## src/rtl/alu_issue_stage.sv

```systemverilog
// Issue stage for the 4-function ALU: command FIFO, combinational ALU drive from
// the FIFO head, registered response with valid/ready, and result chaining.
module alu_issue_stage #(
  parameter int unsigned W     = 4,
  parameter int unsigned DEPTH = 4
) (
  input  logic         clk,
  input  logic         rst_n,
  input  logic         clr,
  input  logic         cmd_valid,
  output logic         cmd_ready,
  input  logic [W-1:0] cmd_a,
  input  logic [W-1:0] cmd_b,
  input  logic [1:0]   cmd_fn,
  input  logic         cmd_chain,
  output logic [W-1:0] alu_a,
  output logic [W-1:0] alu_b,
  output logic [1:0]   alu_fn,
  input  logic [W-1:0] alu_result,
  input  logic         alu_n,
  input  logic         alu_z,
  input  logic         alu_v,
  output logic         rsp_valid,
  input  logic         rsp_ready,
  output logic [W-1:0] rsp_result,
  output logic         rsp_n,
  output logic         rsp_z,
  output logic         rsp_v,
  output logic         busy
);

  localparam int unsigned AW = (DEPTH > 1) ? $clog2(DEPTH) : 1;
  localparam int unsigned CW = AW + 1;

  typedef struct packed {
    logic [W-1:0] a;
    logic [W-1:0] b;
    logic [1:0]   fn;
    logic         chain;
  } cmd_t;

  cmd_t          mem [DEPTH];
  cmd_t          head;
  logic [AW-1:0] wr_ptr;
  logic [AW-1:0] rd_ptr;
  logic [CW-1:0] count;
  logic [W-1:0]  prev;
  logic          empty;
  logic          push;
  logic          issue;

  assign empty     = (count == '0);
  assign cmd_ready = (count != CW'(DEPTH));
  assign push      = cmd_valid && cmd_ready;
  assign issue     = !empty && (!rsp_valid || rsp_ready);
  assign busy      = !empty || rsp_valid;
  assign head      = mem[rd_ptr];

  // ALU operands come straight from the FIFO head; chained ops take the last result.
  always_comb begin
    alu_a  = '0;
    alu_b  = '0;
    alu_fn = '0;
    if (!empty) begin
      alu_a  = head.chain ? prev : head.a;
      alu_b  = head.b;
      alu_fn = head.fn;
    end
  end

  // Storage array carries no reset; occupancy is tracked by count.
  always_ff @(posedge clk) begin
    if (push && !clr) begin
      mem[wr_ptr] <= '{a: cmd_a, b: cmd_b, fn: cmd_fn, chain: cmd_chain};
    end
  end

  // Pointers and occupancy; clr drops everything including this cycle's push.
  always_ff @(posedge clk or negedge rst_n) begin
    if (!rst_n) begin
      wr_ptr <= '0;
      rd_ptr <= '0;
      count  <= '0;
    end else if (clr) begin
      wr_ptr <= '0;
      rd_ptr <= '0;
      count  <= '0;
    end else begin
      if (push) begin
        wr_ptr <= wr_ptr + AW'(1);
      end
      if (issue) begin
        rd_ptr <= rd_ptr + AW'(1);
      end
      case ({push, issue})
        2'b10:   count <= count + CW'(1);
        2'b01:   count <= count - CW'(1);
        default: count <= count;
      endcase
    end
  end

  // Response register and chain register; data holds while a response drains.
  always_ff @(posedge clk or negedge rst_n) begin
    if (!rst_n) begin
      rsp_valid  <= 1'b0;
      rsp_result <= '0;
      rsp_n      <= 1'b0;
      rsp_z      <= 1'b0;
      rsp_v      <= 1'b0;
      prev       <= '0;
    end else if (clr) begin
      rsp_valid  <= 1'b0;
      rsp_result <= '0;
      rsp_n      <= 1'b0;
      rsp_z      <= 1'b0;
      rsp_v      <= 1'b0;
      prev       <= '0;
    end else if (issue) begin
      rsp_valid  <= 1'b1;
      rsp_result <= alu_result;
      rsp_n      <= alu_n;
      rsp_z      <= alu_z;
      rsp_v      <= alu_v;
      prev       <= alu_result;
    end else if (rsp_valid && rsp_ready) begin
      rsp_valid  <= 1'b0;
    end
  end

endmodule
```

## config.mk

```make
export PLATFORM = sky130hd
export DESIGN_NAME = alu_issue_stage
export DESIGN_NICKNAME = d
export VERILOG_FILES = /design/src/rtl/alu_issue_stage.sv
export SDC_FILE = /design/constraint.sdc
export NUM_CORES = 1
export LEC_CHECK = 0
export ABC_AREA = 1
export CAP_MARGIN = 20
export CORE_MARGIN = 2
export CORE_UTILIZATION = 47
export CTS_CLUSTER_SIZE = 12
export DETAILED_ROUTE_END_ITERATION = 8
export MAX_ROUTING_LAYER = met4
export PLACE_DENSITY = 0.75
export REMOVE_ABC_BUFFERS = 1
export SETUP_SLACK_MARGIN = 0.1
export SLEW_MARGIN = 20
export SYNTH_ARGS = -nofsm -noshare
export SYNTH_HDL_FRONTEND = slang
export SYNTH_SLANG_ARGS = --single-unit
```

## constraint.sdc

```tcl
create_clock -name clk -period 2 [get_ports clk]
set_clock_uncertainty 0.15 [all_clocks]
set_input_delay 0.4 -clock clk [delete_from_list [all_inputs] [get_ports clk]]
set_output_delay 0.4 -clock clk [all_outputs]
set_load 0.01 [all_outputs]
```

# Yosys cells after proc, flatten, opt, wreduce, memory -nomap -nowiden
# Memory sizes are Yosys's and may differ from the RTL's.
# Index checks and enable logic that the tools add are counted.
# classes
muxes	23
eq_ne	3
n_addsub	4
n_reduce_logical	14
# op_table
operator	count
$mux W4	5
$mux W1	11
$mux W2	5
$pmux W3 S2	1
$reduce_bool A3 Y1	2
$add A2 B1 Y2 const B	2
$logic_and A1 B1 Y1	4
$reduce_bool A2 Y1	2
$add A3 B1 Y3 const B	1
$logic_not A1 Y1	3
$logic_not A3 Y1	1
$mux W3	1
$ne A3 B3 Y1 const B	1
$sub A3 B1 Y3 const B	1
$eq A2 B1 Y1 const B	1
$eq A2 B2 Y1 const B	1
$logic_or A1 B1 Y1	2
# totals
ramBits	44
in_bits	23
output_inout_bits	20
elab_cells	53
register_bits	15
mem_count	1
# memory_table
name	depth	word_bits	read_ports	rd_clocked_by_memory_dff	wr	line	source
mem	4	11	1	0	1	42	cmd_t mem [DEPTH];

# Logic depth before layout (Yosys ltp)
# depth
word_depth	6
ltp_mapped	11
depth_no_buf	11

# Worst setup path after synthesis
# OpenSTA, ideal clock, no wires.
# synth_path
path_type	register to register
from	reg count[0]
to	reg count[2]
period_less_slack_ns	1.941
setup_slack_ns	0.059
stages_incl_launch_ff	12
n_path_buf	0
arrival_time_ns	1.674
setup_ns	0.117
cell_sequence	dfrtp_1 > nor2_4 > nand2_1 > nand2_1 > nand2_2 > inv_1 > fa_1 > xor2_1 > nand3b_1 > nand2_1 > nand2_1 > nand2_1
# synth_via
word_cells_on_any_way	12
# synth_lines
item	line	source
from (decl)	46	logic [CW-1:0] count;
from (signal assigned)	96	2'b10: count <= count + CW'(1);
from (signal assigned)	97	2'b01: count <= count - CW'(1);
from (signal assigned)	98	default: count <= count;
$ne A3 B3 Y1 *	53	assign cmd_ready = (count != CW'(DEPTH));
via cmd_ready	11	output logic cmd_ready,
$logic_and A1 B1 Y1 *	54	assign push = cmd_valid && cmd_ready;
$eq A2 B1 Y1 or $eq A2 B2 Y1 (tied branches)	95	case ({push, issue})
$pmux W3 S2	95	
$mux W3	84	end else if (clr) begin
# Mark *: on every way through the listed nets, which the timed path passes. The rest lies on a longest branch.
# A chain may end at the register's enable or synchronous reset.

# Worst setup path in the final report
# layout_path
from	reg rd_ptr[0]
to	out alu_a[2]
# layout_via
elab_chain_len	3
# layout_rtl
item	line	source
from (decl)	45	logic [AW-1:0] rd_ptr;
from (signal assigned)	93	rd_ptr <= rd_ptr + AW'(1);
$mem_v2 Z4 W11	-	
$mux W4	65	alu_a = head.chain ? prev : head.a;
$mux W4	64	if (!empty) begin
to (decl)	16	output logic [W-1:0] alu_a,
# Every way passes these cells.

==> metrics <==
Mapped Area ~2500 sq um; Total GRT Usage 0.212; Synth warnings 0; Commonest cells post-synth nor2_1, edfxtp_1, o21ai_0; critical path startpoint category register; Synth area leader edfxtp_1; first-pass GRT wire length approximately 9.1 mm; clk root buf clkbuf_8; post-layout power 4.67 mW; CP Capture Type output port; Max Cap Violations 0; drt first pass iters 4; Reg clk slew, reported paths 0.07 ns; Vias ~1.9k; initial drt markers ~120; final setup vio count 10; total CTS buffers 9; Final Cycle Share 1.07; Power Density 1330 nW/um^2; Mapped Avg Cell Area about 11 sq um; Netlist cell types 22; minimum clock period approximately 2.1 ns; initial antenna violation count 0; CTS Buffer Depth 2; Post-synth EDFFs 44; largest net degree at the start of global routing 16; final antenna-violating net count 0; Die W a little under 80 microns; ant diodes 0; Leak between 1 and 1.5 nW; most common cell in the netlist nor2_1; CTS H-tree depth 3; Synth top area share 0.530; asr flop ratio synth 0.254; nets@finish approximately 330; clk_lat worst skew about 0.33 ns; vias in the first global route roughly 1.9k; synthesized flop and latch total between 50 and 60; Slew headroom 0.798; Post-CTS Hold Fix Bufs 0; final hold vios 0; input/output buffers 42; clock tree from TritonCTS done; Starting Density 0.488; Seq/Total Area, Yosys 0.681; Max Clk Rate 466 MHz; via/cell ratio 4.95; status finished, violations left; Worst Path Max Fanout 6; Synth area leaders edfxtp_1, dfrtp_1, nor2_1; CORE AREA 5110 sq um; unrepaired setup endpoints after global routing yes; total grt overflow 0; Arr. time, crit path 1.60 ns; worst setup path class reg -> out; Main synth FF type edfxtp_1; CP Data Required Time approximately 1.5 ns; worst vdd rail ir drop ~670 uV; Area Overhead vs Synth 40.9%; fraction of layout cells with a size suffix above 1 0.325; DRC Markers 0; DP HPWL 3.88 mm; total die area 5900 sq um; die extent in y ~77 microns; IO Pins between 40 and 50; site row count 26; routed len/inst 15.1 microns; failing checks negative setup slack; worst-margin pin slew about 0.30 ns; clock sinks 59; Final WS setup -0.148 ns; hold crit path type in -> async; TNS Setup -0.648 ns; Slew Viols, Final 0; total wire length around 5.8 mm; Placer Congestion roughly 0.81; synthesized instance count 220
## cells by family (layout without fill, tap and decap cells)
logic type	count (synthesis)	after routing	share of synthesized area
XOR/XNOR	1	1	0.00352
adder cells (fa/ha/maj)	5	5	0.0281
flip-flops	59	59	0.681
buffers and inverters	24	115	0.0377
AND/OR/NAND/NOR	80	80	0.132
AO/OA/AOI/OAI	51	51	0.118
## through the flow
step | util | instance area (sq um) | setup WS (ns) | hold WS (ns) | cells
finish | 0.687 | 3510 | -0.148 | 0.235 | 381
floorplan | - | 2460 | -0.0587 | -0.0456 | 214
detailed placement | 0.628 | 3210 | -0.277 | 0.342 | 357
global placement | 0.628 | 3210 | -0.244 | 0.336 | 357
CTS | 0.677 | 3460 | -0.104 | 0.224 | 379
global route | 0.687 | 3510 | -0.241 | 0.238 | 381
## registers in the layout (all words and copies together), names as in the netlist
name	count
rsp_v	1
rsp_z	1
rsp_valid	1
wr_ptr	2
mem	44
prev	4
count	3
rsp_n	1
rd_ptr	2
## power breakdown
| part | internal [mW] | total (mW) | switching, mW | leakage [nW] |
|---|---|---|---|---|
| Clock | 0.438 | 0.896 | 0.458 | 0.0856 |
| Combinational | 1.02 | 2.19 | 1.17 | 0.759 |
| Sequential | 1.48 | 1.58 | 0.100 | 0.599 |
## routing by layer
metal	track usage	part of all wire	up-vias	routed length, microns
met5	-	0	-	0
met4	0.0909	0.013	0	73
met3	0.0529	0.031	6	178
met2	0.351	0.53	40	3040
met1	0.245	0.43	903	2460
li1	-	-	936	-
## critical path, stage by stage, from the launching register on
cell and delay (ns):
dfrtp_2 0.46, buf_6 0.16, o21ai_0 0.26, o22ai_2 0.12, nor2_2 0.09, nor2_1 0.05
buf_2 0.13
## path summary, 6_finish.rpt
check / start / to / slack, ns / depth (start not counted)
setup / recovery: rd_ptr[0] / alu_a[2] / -0.15 / 6
hold / removal: rst_n / rsp_z / 0.23 / 2
setup reg to reg: count[1] / count[2] / 0.10 / 11
hold reg to reg: rsp_n / rsp_n / 0.36 / 1
max in group asynchronous: rst_n / rd_ptr[0] / 1.27 / 2
min in group clk: rsp_n / rsp_n / 0.36 / 1
## placed cells by master (no fill, tap or decap), drive strengths merged
cell and count:
a21oi 11, a22o 7, buf 49, clkbuf 11, clkdlybuf4s15 1, clkdlybuf4s50 30
clkinv 5, clkinvlp 2, dfrtp 15, edfxtp 44, fa 1, ha 4
inv 17, nand2 24, nand3 7, nand3b 1, nor2 48, o21ai 29
o22ai 4, xor2 1
## repair_timing
action,CTS,global route
endpoints found under the setup margin,13,13
pin swaps,20,12
gates resized for setup,93,16
gates cloned,1,0
buffers inserted,5,3
## final cells by class
type / count / area [sq um]
clock inverter: 6 / 32.5
clock buffer: 10 / 128
multi-input combinational: 137 / 791
sequential: 59 / 1700
tap: 70 / 87.6
fill: 370 / 1600
inverter: 18 / 73.8
timing repair buffer: 81 / 699
Note: power is estimated with default switching activity, not from simulation.
